## config.mk

```make
export PLATFORM = sky130hd
export DESIGN_NAME = async_counter_block
export DESIGN_NICKNAME = d
export VERILOG_FILES = /design/src/rtl/async_counter_block.sv
export SDC_FILE = /design/constraint.sdc
export NUM_CORES = 1
export LEC_CHECK = 0
export BUFFER_PORTS_ARGS = -buffer_cell sky130_fd_sc_hd__buf_2
export CORE_AREA = 2 2 39 41
export DETAILED_ROUTE_END_ITERATION = 7
export DIE_AREA = 0 0 41 43
export PLACE_DENSITY = 0.36
export SETUP_SLACK_MARGIN = 0.05
export SYNTH_ARGS = -nofsm -noshare
export SYNTH_HDL_FRONTEND = slang
export SYNTH_SLANG_ARGS = --single-unit
export TNS_END_PERCENT = 10
```

## constraint.sdc

```tcl
create_clock -name clk -period 2.7 [get_ports clk]
set_clock_uncertainty 0.15 [all_clocks]
set_input_delay 0.405 -clock clk [delete_from_list [all_inputs] [get_ports clk]]
set_output_delay 0.405 -clock clk [all_outputs]
set_load 0.005 [all_outputs]
```

## src/rtl/async_counter_block.sv

```systemverilog
// ---------------------------------------------------------------------------
// async_counter_block
//   Free-running N-bit up counter built as a synchronous toggle chain.
//   Every bit is a flop on clk. There are no ripple or derived clocks.
//   Bit i toggles when all lower bits are one. This is the same as q + 1,
//   wrapping from all ones to zero, and every bit changes on the same edge.
//
// Ports
//   clk      in   single clock; all state updates on its rising edge
//   reset_n  in   synchronous reset, ACTIVE HIGH despite the name:
//                 q <= 0 on any rising edge where reset_n == 1
//   q        out  [N-1:0] count value, straight from the flops
//
// Parameters
//   N        counter width, 1..32
// ---------------------------------------------------------------------------

// One stage of the toggle chain: a T flop with synchronous clear.
module async_counter_tbit (
    input  logic clk,
    input  logic reset_n,
    input  logic t,
    output logic q
);
    always_ff @(posedge clk) begin
        if (reset_n)
            q <= 1'b0;
        else if (t)
            q <= ~q;
    end
endmodule

module async_counter_block #(
    parameter int N = 4
) (
    input  logic         clk,
    input  logic         reset_n,
    output logic [N-1:0] q
);
    // tgl[i] is 1 when bits 0..i-1 are all one. Bit 0 always toggles.
    // The chain is combinational and feeds D-side enables, so q never
    // shows intermediate values between edges.
    logic [N-1:0] tgl;

    assign tgl[0] = 1'b1;

    genvar i;
    generate
        for (i = 1; i < N; i++) begin : g_chain
            assign tgl[i] = tgl[i-1] & q[i-1];
        end

        for (i = 0; i < N; i++) begin : g_bit
            async_counter_tbit u_tbit (
                .clk     (clk),
                .reset_n (reset_n),
                .t       (tgl[i]),
                .q       (q[i])
            );
        end
    endgenerate
endmodule

```

* Word level (Yosys, flattened, before mapping) *
Index checks and enable logic that the tools add are counted.

word-level totals
  output and inout port bits = 4
  register bits = 4
  input port bits = 2
  word-level logic and storage cells = 10

operators by class
  bitwise operators = 6

operators by type and width
  kind           number
  $not A1 Y1     4
  $and A1 B1 Y1  2

* Logic depth before layout (Yosys ltp) *
Gate-level depths: netlist of the first run.

  word-level depth = 2
  gate-level depth with buffers = 2
  mapped depth without buffers = 2

* By module *
Synthesis of the first run repeated with hierarchy kept, for this count alone.

unflattened totals
  cells, all modules = 16
  area, all modules = 153.9 µm²

modules (own cells, without submodules)
  module               area each (µm²)  cells an instance  instances  sequential area each (µm²)
  async_counter_tbit   32.5             3                  4          20.0
  async_counter_block  23.8             4                  1          0.0

* Worst setup path before layout of the first run *
Ideal clock, no wire load.

  kind = reg2out
  start point = register g_bit[0].u_tbit.q
  end point = output q[0]
  buffers on the path = 1
  stages on the path, launching flop included = 2
  arrival = 532 ps
  setup slack = 1613 ps
  required time = 2145 ps
  cells stage by stage = dfxtp_1 > buf_4

RTL lines
  element                   line  source
  start: declaration        23    output logic q
  start signal: assignment  29    q <= ~q;
  end: declaration          38    output logic [N-1:0] q

No word-level cell between the ends.

* Worst setup path in the final report of the first run *
  start point = register g_bit[0].u_tbit.q
  end point = output q[0]

No word-level cell between the ends.

==> results of run 1 <==
==> power by group through the flow <==
stage / clock [mW] / combinational, mW / sequential, mW
2_1_floorplan: 0 / 0.0114 / 0.0684
3_3_place_gp: 0 / 0.0117 / 0.0692
3_5_place_dp: 0 / 0.0118 / 0.0694
4_1_cts: 0.0788 / 0.0119 / 0.0684
5_1_grt: 0.0826 / 0.0129 / 0.0694
6_report: 0.0740 / 0.0116 / 0.0684
==> synthesized netlist by cell type <==
library cell  instances
a21bo_2               1
nand3b_1              1
and2b_1               1
nor2_1                3
nand3_2               1
xnor2_1               1
a21oi_1               1
mux2_4                1
dfxtp_1               4
buf_4                 4
==> cell families (layout without fill, tap and decap cells) <==
kind of cell / Yosys count / after routing / share of synthesized area
AND/OR/NAND/NOR: 6 / 6 / 0.196
flip-flops: 4 / 4 / 0.432
buffers and inverters: 4 / 8 / 0.162
AO/OA/AOI/OAI: 2 / 2 / 0.0811
XOR/XNOR: 1 / 1 / 0.0473
multiplexers: 1 / 1 / 0.0811
==> metrics by stage <==
| stage | hold WS (ps) | utilization |
|---|---|---|
| 2_1_floorplan | 321 | - |
| 3_3_place_gp | 343 | 0.145 |
| 3_5_place_dp | 356 | 0.145 |
| 4_1_cts | 225 | 0.161 |
| 5_1_grt | 245 | 0.161 |
| 6_report | 233 | 0.161 |
==> final timing paths <==
| path | depth (start not counted) | to | slack, ps | startpoint |
|---|---|---|---|---|
| worst min-delay path | 2 | g_bit[2].u_tbit.q$_SDFFE_PP0P_ | 230 | reset_n |
| worst max register to register | 2 | g_bit[3].u_tbit.q$_SDFFE_PP0P_ | 1610 | g_bit[0].u_tbit.q$_SDFF_PP0_ |
| worst max-delay path | 1 | q[0] | 1340 | g_bit[0].u_tbit.q$_SDFF_PP0_ |
| worst min register to register | 1 | g_bit[0].u_tbit.q$_SDFF_PP0_ | 350 | g_bit[0].u_tbit.q$_SDFF_PP0_ |
==> layout make-up <==
| type | instances | area, µm² | share of cell area |
|---|---|---|---|
| Clock buffer | 3 | 22.5 | 0.101 |
| Multi-Input combinational cell | 10 | 75.1 | 0.337 |
| Timing Repair Buffer | 5 | 25.0 | 0.112 |
| Tap cell | 16 | 20.0 | 0.0899 |
| Sequential cell | 4 | 80.1 | 0.360 |
==> layer usage <==
layer,global-route usage,wire [µm],up-vias
met5,0,0,-
met3,0.0314,34,0
met2,0.0406,143,3
met4,0.0800,0,0
li1,-,-,64
met1,0.0481,110,58
==> metrics.cfg, run 1 <==
[worst_setup_path]
worstSetupPathType = reg2out
cp.arrival_ps = 810
cp-end-kind = output port
crit_fanout = 6
crit_required_ps = 2140
path_delay_family = flip-flops
critical_path_buf_inv_count = 1
cp_slowest_cell = dfxtp_1
crit_chain = buf_2
critPathLaunchType = flop
critical-path-max-stage-delay_ps = 420

[placement]
port_buffers = 5
dp_cells = 35
placed_cell_area_um2 = 200
place_ws_ps = 1480
gp_congestion = 0.537

[power_and_ir_drop]
intPower_mw = 0.120
switchingPower_mw = 0.0339
peakVddDrop_mv = 0.137
switching_share = 0.220
p_comb_frac = 0.075
cellLeakagePower_nw = 0.102
p_per_area_nw_per_um2 = 691
clkPwrFrac = 0.480
power.share.sequential = 0.444
total_power_mw = 0.154

[finish]
areaGrowthSynthToFinish_pct = 20.3
layout_commonest_cell = buf_2
fin_nets = 26
largest_reg_flops = 4
fillerInstances = 159
drive_above_1_share = 0.500
fin_cells = 38
diodes = 0
top_register = g_bit.u_tbit.q
top_regs = g_bit.u_tbit.q: 4 flops
final_area_um2 = 223
mostFrequentLayoutCells = 5 x buf_2, 4 x dfxtp_1, 3 x nor2_1, 3 x clkbuf_4

[global_route]
grt-ovfl-total = 0
grt_pass1_vias = 114
grt_max_degree = 7
global_route.usage.total = 0.0461
grt_pass1_wl_um = 455
antenna_found_initial = 0

[timing]
tns_ps = 0
fin_ws_ps = 1340
slew_headroom = 0.858
fmax_mhz = 733
min_period_ps = 1360
fin_crit_sh = 0.505
rsz0062_at_grt = no
finalHoldViolations = 0
worst_slew_pin_slew_ps = 212
finalSetupViolations = 0
slew_violations = 0

[logic_synthesis]
ys_types = 10
synthCells = 18
seq_area_frac_synth = 0.432
yosysWarnings = 0
yosys-top-cells-area = dfxtp_1 43%, buf_4 16%, mux2_4 8.1%
synth_fp_nets = 20
synth_top_cell_area_share = 0.432
synthesis.area_um2 = 185
ys_ff_latch = 4
syn_area_per_cell_um2 = 10.3
synth_area_leader_cell = dfxtp_1

[routing]
first_pass_iters = 2
via_count = 125
drc = 0
viasPerCell = 3.29
drt-initial-drc-count = 1
drt_wl_total_um = 289
wire_per_inst_um = 7.61
final_antenna_net_count = 0

[die]
die_w_um = 41
rows = 14
core_area_um2 = 1380
ios = 6
initial_core_util = 0.134
die-area_um2 = 1760
fp.dieH_um = 43

[cts]
cts_made_buffers = 3
cts-hold-fix-buffers = 0
clk_pin_slew_worst_paths_ps = 40
cts_htree_levels = 1
clock_path_buffers = 2
cts.sinks = 4
clk_latency_ps = 230
cts_tree = done
cts_setup_buffers = 0
cts_resized = 0
cts-root-buf = clkbuf_4

[job]
maxCapViolations = 0

[worst_hold_path]
worst_hold_path_type = in2reg

[outcome]
status = completed

Note: power is estimated with default switching activity, not from simulation.
==> run 2, diff against run 1 <==
--- a/config.mk
+++ b/config.mk
@@ -5,6 +5,7 @@
 export SDC_FILE = /design/constraint.sdc
 export NUM_CORES = 1
 export LEC_CHECK = 0
+export ABC_AREA = 1
 export BUFFER_PORTS_ARGS = -buffer_cell sky130_fd_sc_hd__buf_2
 export CORE_AREA = 2 2 39 41
 export DETAILED_ROUTE_END_ITERATION = 7
==> constraint.sdc (replaced) <==
create_clock -name clk -period 1.2 [get_ports clk]
set_clock_uncertainty 0.15 [all_clocks]
set_input_delay 0.18 -clock clk [delete_from_list [all_inputs] [get_ports clk]]
set_output_delay 0.18 -clock clk [all_outputs]
set_load 0.005 [all_outputs]
==> run 2 against run 1 <==
Compared with the run above: synthesized cell count increased by 28%; flip-flop and latch count stayed put; wire length is 3.1% higher; clock power up 120%; area after synthesis shrank 6.1%; total power up 120%; register-to-register slack lost 1300 ps.
==> metrics.cfg, run 2 <==
[outcome]
status = completed  ; unchanged

[power_and_ir_drop]
cellLeakagePower_nw = 0.111  ; was 0.102 nW
p_per_area_nw_per_um2 = 1520  ; was 691 nW/µm²
peakVddDrop_mv = 0.187  ; was 0.137 mV

[worst_setup_path]
worstSetupPathType = reg2out  ; unchanged
critical_path_buf_inv_count = 1  ; unchanged
cp-startpoint = g_bit[1].u_tbit.q$_SDFFE_PP0P_  ; was g_bit[0].u_tbit.q$_SDFF_PP0_
crit_fanout = 4  ; was 6
reg2reg_from = g_bit[1].u_tbit.q$_SDFFE_PP0P_  ; was g_bit[0].u_tbit.q$_SDFF_PP0_
cp-end-kind = output port  ; unchanged
crit_chain = buf_2  ; unchanged
cp.arrival_ps = 750  ; was 810 ps
critical-path-max-stage-delay_ps = 380  ; was 420 ps
crit_required_ps = 870  ; was 2140 ps
path_delay_family = flip-flops  ; unchanged
critPathLaunchType = flop  ; unchanged
cp_slowest_cell = dfxtp_1  ; unchanged

[logic_synthesis]
synthesis.area_um2 = 174  ; was 185 µm²
synth_area_leader_cell = dfxtp_1  ; unchanged
syn_area_per_cell_um2 = 7.56  ; was 10.3 µm²
synth_edf_count = 0  ; unchanged
ys_types = 9  ; was 10
synth_top_cell_area_share = 0.460  ; was 0.432
synth.most_common_cell = nor2_1
synth_ff_type = dfxtp_1  ; unchanged
ys_ff_latch = 4  ; unchanged
yosysWarnings = 0  ; unchanged
synth_fp_nets = 25  ; was 20
synthTopCellsByCount = 6 x nor2_1, 4 x buf_4, 4 x dfxtp_1, 4 x nand2_1  ; was 4 x buf_4, 4 x dfxtp_1, 3 x nor2_1
synthArstFlopShare = 0  ; unchanged
yosys-top-cells-area = dfxtp_1 46%, buf_4 17%, nor2_1 13%  ; was dfxtp_1 43%, buf_4 16%, mux2_4 8.1%
seq_area_frac_synth = 0.460  ; was 0.432
synthCells = 23  ; was 18

[cts]
clk_pin_slew_worst_paths_ps = 40  ; about the same
clk_latency_ps = 230  ; about the same
cts_setup_buffers = 0  ; unchanged
cts.sinks = 4  ; unchanged
cts-root-buf = clkbuf_4  ; unchanged
clock_path_buffers = 2  ; unchanged
cts_tree = done  ; unchanged
cts_htree_levels = 1  ; unchanged
cts_made_buffers = 3  ; unchanged

[global_route]
grt_pass1_wl_um = 441  ; was 455 µm
grt-ovfl-total = 0  ; unchanged
grt_max_degree = 6  ; was 7
grt_pass1_vias = 118  ; was 114
antenna_found_initial = 0  ; unchanged
global_route.usage.total = 0.0440  ; was 0.0461

[finish]
areaGrowthSynthToFinish_pct = 28.1  ; was 20.3%
fin_nets = 32  ; was 26
largest_reg_flops = 4  ; unchanged
drive_above_1_share = 0.393  ; was 0.500
top_regs = g_bit.u_tbit.q: 4 flops  ; unchanged
diodes = 0  ; unchanged
final_area_um2 = 223  ; unchanged
layout_commonest_cell = nor2_1  ; was buf_2
top_register = g_bit.u_tbit.q  ; unchanged
final_util = 0.161  ; unchanged
mostFrequentLayoutCells = 6 x nor2_1, 5 x buf_2, 4 x nand2_1, 3 x clkbuf_4, 3 x dfxtp_1  ; was 5 x buf_2, 4 x dfxtp_1, 3 x nor2_1, 3 x clkbuf_4

[routing]
wire_per_inst_um = 6.77  ; was 7.61 µm
drt_wl_total_um = 298  ; was 289 µm
first_pass_iters = 1  ; was 2
drt-initial-drc-count = 0  ; was 1
drc = 0  ; unchanged
final_antenna_net_count = 0  ; unchanged
via_count = 132  ; was 125
viasPerCell = 3.00  ; was 3.29

[placement]
gp_congestion = 0.546  ; was 0.537
placed_cell_area_um2 = 189  ; was 200 µm²
port_buffers = 5  ; unchanged

[job]
maxCapViolations = 0  ; unchanged

[die]
core_area_um2 = 1380  ; unchanged
die_w_um = 41  ; unchanged
fp.dieH_um = 43  ; unchanged
die-area_um2 = 1760  ; unchanged
rows = 14  ; unchanged
ios = 6  ; unchanged
initial_core_util = 0.126  ; was 0.134

[timing]
finalSetupViolations = 0  ; unchanged
slew_violations = 0  ; unchanged
tns_ps = 0  ; unchanged
slew_headroom = 0.900  ; was 0.858
rsz0062_at_grt = no  ; unchanged
fin_crit_sh = 0.896
fmax_mhz = 930
finalHoldViolations = 0  ; unchanged
worst_slew_pin_slew_ps = 150  ; was 212 ps
min_period_ps = 1080

[worst_hold_path]
min_from = g_bit[0].u_tbit.q$_SDFF_PP0_  ; was reset_n
worst_hold_path_type = reg2reg  ; was in2reg

## run 2: per-layer routing
layer,track usage,wire [µm],part of all wire,vias up
met5,0,0,0,-
met4,0.0800,0,0,0
li1,-,-,-,76
met1,0.0510,155,0.52,53
met3,0.0157,7,0.023,0
met2,0.0406,135,0.45,3
## run 2: stage by stage
stage,std cells,hold WS [ps],total power [mW],setup slack (ps)
global placement,40,202,0.171,304
finish,44,301,0.338,124
floorplan,23,96.7,0.169,351
CTS,44,338,0.351,79.9
global route,44,326,0.367,80.9
detailed placement,40,210,0.171,289
## run 2: path summary, 6_finish.rpt
check | slack (ps) | depth (start not counted) | endpoint
worst max-delay path | 120 | 1 | q[1]
worst min-delay path | 300 | 1 | g_bit[0].u_tbit.q$_SDFF_PP0_
worst max register to register | 320 | 3 | g_bit[3].u_tbit.q$_SDFFE_PP0P_
worst min register to register | 300 | 1 | g_bit[0].u_tbit.q$_SDFF_PP0_
## run 2: report_power, final
group	switching (mW)	total (mW)	internal [mW]
combinational	0.0104	0.0224	0.0120
clock	0.0538	0.166	0.112
sequential	0.00810	0.150	0.142
total	0.0723	0.338	0.265
## run 2: repair_timing
item,CTS,global route
endpoints found under the hold margin,1,0
endpoints found under the setup margin,0,1
hold buffers,1,0
resized for setup,0,1
## run 2: cell families after synthesis
group,synth area share
AOI/OAI and AO/OA,0.0287
buffers and inverters,0.237
DFF,0.460
and+or+nand+nor,0.273
## run 2: cell type report
cell class | instances | area [µm²]
fill | 166 | 1160
clock buffer | 3 | 22.5
tap | 16 | 20.0
multi-input combinational | 12 | 52.6
inverter | 3 | 11.3
sequential | 4 | 81.3
timing repair buffer | 6 | 35.0
==> run 3, diff against run 2 <==
--- a/config.mk
+++ b/config.mk
@@ -10,9 +10,10 @@
 export CORE_AREA = 2 2 39 41
 export DETAILED_ROUTE_END_ITERATION = 7
 export DIE_AREA = 0 0 41 43
-export PLACE_DENSITY = 0.36
+export PLACE_DENSITY = 0.37
 export SETUP_SLACK_MARGIN = 0.05
 export SYNTH_ARGS = -nofsm -noshare
 export SYNTH_HDL_FRONTEND = slang
+export SYNTH_HIERARCHICAL = 1
 export SYNTH_SLANG_ARGS = --single-unit
 export TNS_END_PERCENT = 10
==> run 3 against run 2 <==
Compared with the run above: largest power group unchanged; combinational power grew 28%; wire length shrank 3.4%; sequential power is essentially flat; register-to-register slack lost 70 ps; total power grew 1.9%; count of clock-buffer cells in the layout is the same; setup slack gained 28 ps; critical endpoint unchanged; non-clock buffer count shrank 1; sequential share of layout area shrank 3.9 points.
==> metrics.cfg, run 3 <==
[placement]
hpwl_um = 244
port_buffers = 5  ; unchanged
gp_congestion = 0.581  ; was 0.546
place_ws_ps = 242  ; was 289 ps

[cts]
cts_htree_levels = 1  ; unchanged
cts_made_buffers = 3  ; unchanged
cts-hold-fix-buffers = 0  ; was 1
cts-root-buf = clkbuf_4  ; unchanged
clock_path_buffers = 2  ; unchanged
cts.sinks = 4  ; unchanged
cts_tree = done  ; unchanged
clk_pin_slew_worst_paths_ps = 40  ; about the same
clk_latency_ps = 230  ; about the same

[finish]
areaGrowthSynthToFinish_pct = 35.4  ; was 28.1%
top_regs = g_bit.u_tbit/q: 4 flops  ; was g_bit.u_tbit.q: 4 flops
largest_reg_flops = 4  ; unchanged
fin_nets = 42  ; was 32
diodes = 0  ; unchanged
top_register = g_bit.u_tbit/q  ; was g_bit.u_tbit.q
drive_above_1_share = 0.263  ; was 0.393
mostFrequentLayoutCells = 9 x nand2_1, 8 x nor2_1, 6 x inv_1, 5 x buf_2  ; was 6 x nor2_1, 5 x buf_2, 4 x nand2_1, 3 x clkbuf_4, 3 x dfxtp_1
layout_commonest_cell = nand2_1  ; was nor2_1

[worst_setup_path]
critical_path_buf_inv_count = 1  ; unchanged
path_delay_family = flip-flops  ; unchanged
crit_chain = buf_2  ; unchanged
cp-startpoint = g_bit[1].u_tbit/q$_SDFFE_PP0P_  ; was g_bit[1].u_tbit.q$_SDFFE_PP0P_
cp-end-kind = output port  ; unchanged
crit_end = q[1]  ; unchanged
cp_slowest_cell = dfxtp_1  ; unchanged
cp.arrival_ps = 720  ; was 750 ps
crit_required_ps = 870  ; about the same
critical-path-max-stage-delay_ps = 360  ; was 380 ps
worstSetupPathType = reg2out  ; unchanged
critPathLaunchType = flop  ; unchanged
reg2reg_from = g_bit[1].u_tbit/q$_SDFFE_PP0P_  ; was g_bit[1].u_tbit.q$_SDFFE_PP0P_
reg2reg_depth = 5  ; was 3
rrSetupSlack_ps = 250  ; was 320 ps
r2r_end = g_bit[3].u_tbit/q$_SDFFE_PP0P_  ; was g_bit[3].u_tbit.q$_SDFFE_PP0P_
crit_fanout = 4  ; unchanged
worst-path-stages = 1  ; unchanged

[logic_synthesis]
synth_top_cell_area_share = 0.435  ; was 0.460
synth_ff_type = dfxtp_1  ; unchanged
seq_area_frac_synth = 0.435  ; was 0.460
synthesis.area_um2 = 184  ; was 174 µm²
synth_edf_count = 0  ; unchanged
syn_area_per_cell_um2 = 6.13  ; was 7.56 µm²
synthTopCellsByCount = 9 x nand2_1, 8 x nor2_1, 6 x inv_1, 4 x dfxtp_1  ; was 6 x nor2_1, 4 x buf_4, 4 x dfxtp_1, 4 x nand2_1
ys_types = 7  ; was 9
synthArstFlopShare = 0  ; unchanged
yosys-top-cells-area = dfxtp_1 44%, nand2_1 18%, nor2_1 16%  ; was dfxtp_1 46%, buf_4 17%, nor2_1 13%
synth.most_common_cell = nand2_1  ; was nor2_1
synthCells = 30  ; was 23
yosysWarnings = 6  ; was 0
ys_ff_latch = 4  ; unchanged
synth_area_leader_cell = dfxtp_1  ; unchanged

[die]
die_w_um = 41  ; unchanged
die-area_um2 = 1760  ; unchanged
rows = 14  ; unchanged
ios = 6  ; unchanged
initial_core_util = 0.133  ; was 0.126
fp.dieH_um = 43  ; unchanged
core_area_um2 = 1380  ; unchanged

[routing]
drt_wl_total_um = 288  ; was 298 µm
drc = 0  ; unchanged
first_pass_iters = 1  ; unchanged
wire_per_inst_um = 5.33  ; was 6.77 µm
via_count = 168  ; was 132
drt-initial-drc-count = 0  ; unchanged
final_antenna_net_count = 0  ; unchanged
viasPerCell = 3.11  ; was 3.00

[timing]
fin_crit_sh = 0.873  ; was 0.896
fmax_mhz = 954  ; was 930 MHz
finalHoldViolations = 0  ; unchanged
slew_violations = 0  ; unchanged
rsz0062_at_grt = no  ; unchanged
finalSetupViolations = 0  ; unchanged
fin_ws_ps = 152  ; was 124 ps
tns_ps = 0  ; unchanged
min_period_ps = 1050  ; was 1080 ps

[global_route]
grt_max_degree = 5  ; was 6
antenna_found_initial = 0  ; unchanged
grt_pass1_vias = 159  ; was 118
global_route.usage.total = 0.0472  ; was 0.0440
grt_pass1_wl_um = 531  ; was 441 µm
grt-ovfl-total = 0  ; unchanged

[worst_hold_path]
worst_hold_path_type = in2reg  ; was reg2reg

[power_and_ir_drop]
peakVddDrop_mv = 0.414  ; was 0.187 mV
p_per_area_nw_per_um2 = 1380  ; was 1520 nW/µm²
cellLeakagePower_nw = 0.141  ; was 0.111 nW

[job]
maxCapViolations = 0  ; unchanged

[outcome]
status = completed  ; unchanged

-- run 3: changes by cell type after synthesis, sizes merged --
cell    delta
clkinv     -1
inv        +4
buf        -3
nand3      -1
o21ai      -1
nor2       +3
nand2      +5
conb       +1
-- run 3: cells by family after synthesis --
logic type,count (synthesis),synth area share
buffers and inverters,7,0.163
and+or+nand+nor,18,0.381
DFF,4,0.435
other,1,0.0204
-- run 3: final cells by class --
type / instances / area [µm²]
timing repair buffer: 5 / 25.0
inverter: 6 / 22.5
multi-input combinational: 20 / 77.6
clock buffer: 3 / 22.5
sequential: 4 / 81.3
tap: 16 / 20.0
fill: 163 / 1130
-- run 3: stage by stage --
step	area [µm²]	cells	util	hold slack [ps]	power (mW)
2_1_floorplan	188	31	-	173	0.171
3_3_place_gp	233	52	0.168	325	0.185
3_5_place_dp	233	52	0.168	316	0.184
4_1_cts	256	55	0.185	68.7	0.358
5_1_grt	249	54	0.180	97.4	0.371
6_report	249	54	0.180	71.3	0.344
-- run 3: worst min path at each step --
stage	from	to	slack, ps	cells after the start
6_report	reset_n	g_bit[0].u_tbit/q$_SDFFE_PP0P_	70	4
5_1_grt	reset_n	g_bit[2].u_tbit/q$_SDFFE_PP0P_	100	4
4_1_cts	reset_n	g_bit[1].u_tbit/q$_SDFFE_PP0P_	70	4
3_5_place_dp	reset_n	g_bit[1].u_tbit/q$_SDFFE_PP0P_	320	4
3_3_place_gp	reset_n	g_bit[3].u_tbit/q$_SDFFE_PP0P_	320	4
2_1_floorplan	reset_n	g_bit[2].u_tbit/q$_SDFFE_PP0P_	170	3
-- run 3: power by group --
part	switching (mW)	total (mW)	internal (mW)
combinational	0.0152	0.0287	0.0136
sequential	0.00755	0.149	0.142
clock	0.0541	0.166	0.112
-- run 3: per-layer routing --
metal	share of wire	vias up	track usage
li1	-	97	-
met2	0.45	4	0.0594
met1	0.45	67	0.0482
met4	0	0	0.0600
met5	0	-	0
met3	0.10	0	0.0209
-- run 3: timing repair --
| action | 4_1_cts | 5_1_grt |
|---|---|---|
| gates resized for setup | 1 | 0 |
| setup buffers | 0 | 0 |
| endpoints found under the setup margin | 1 | 1 |
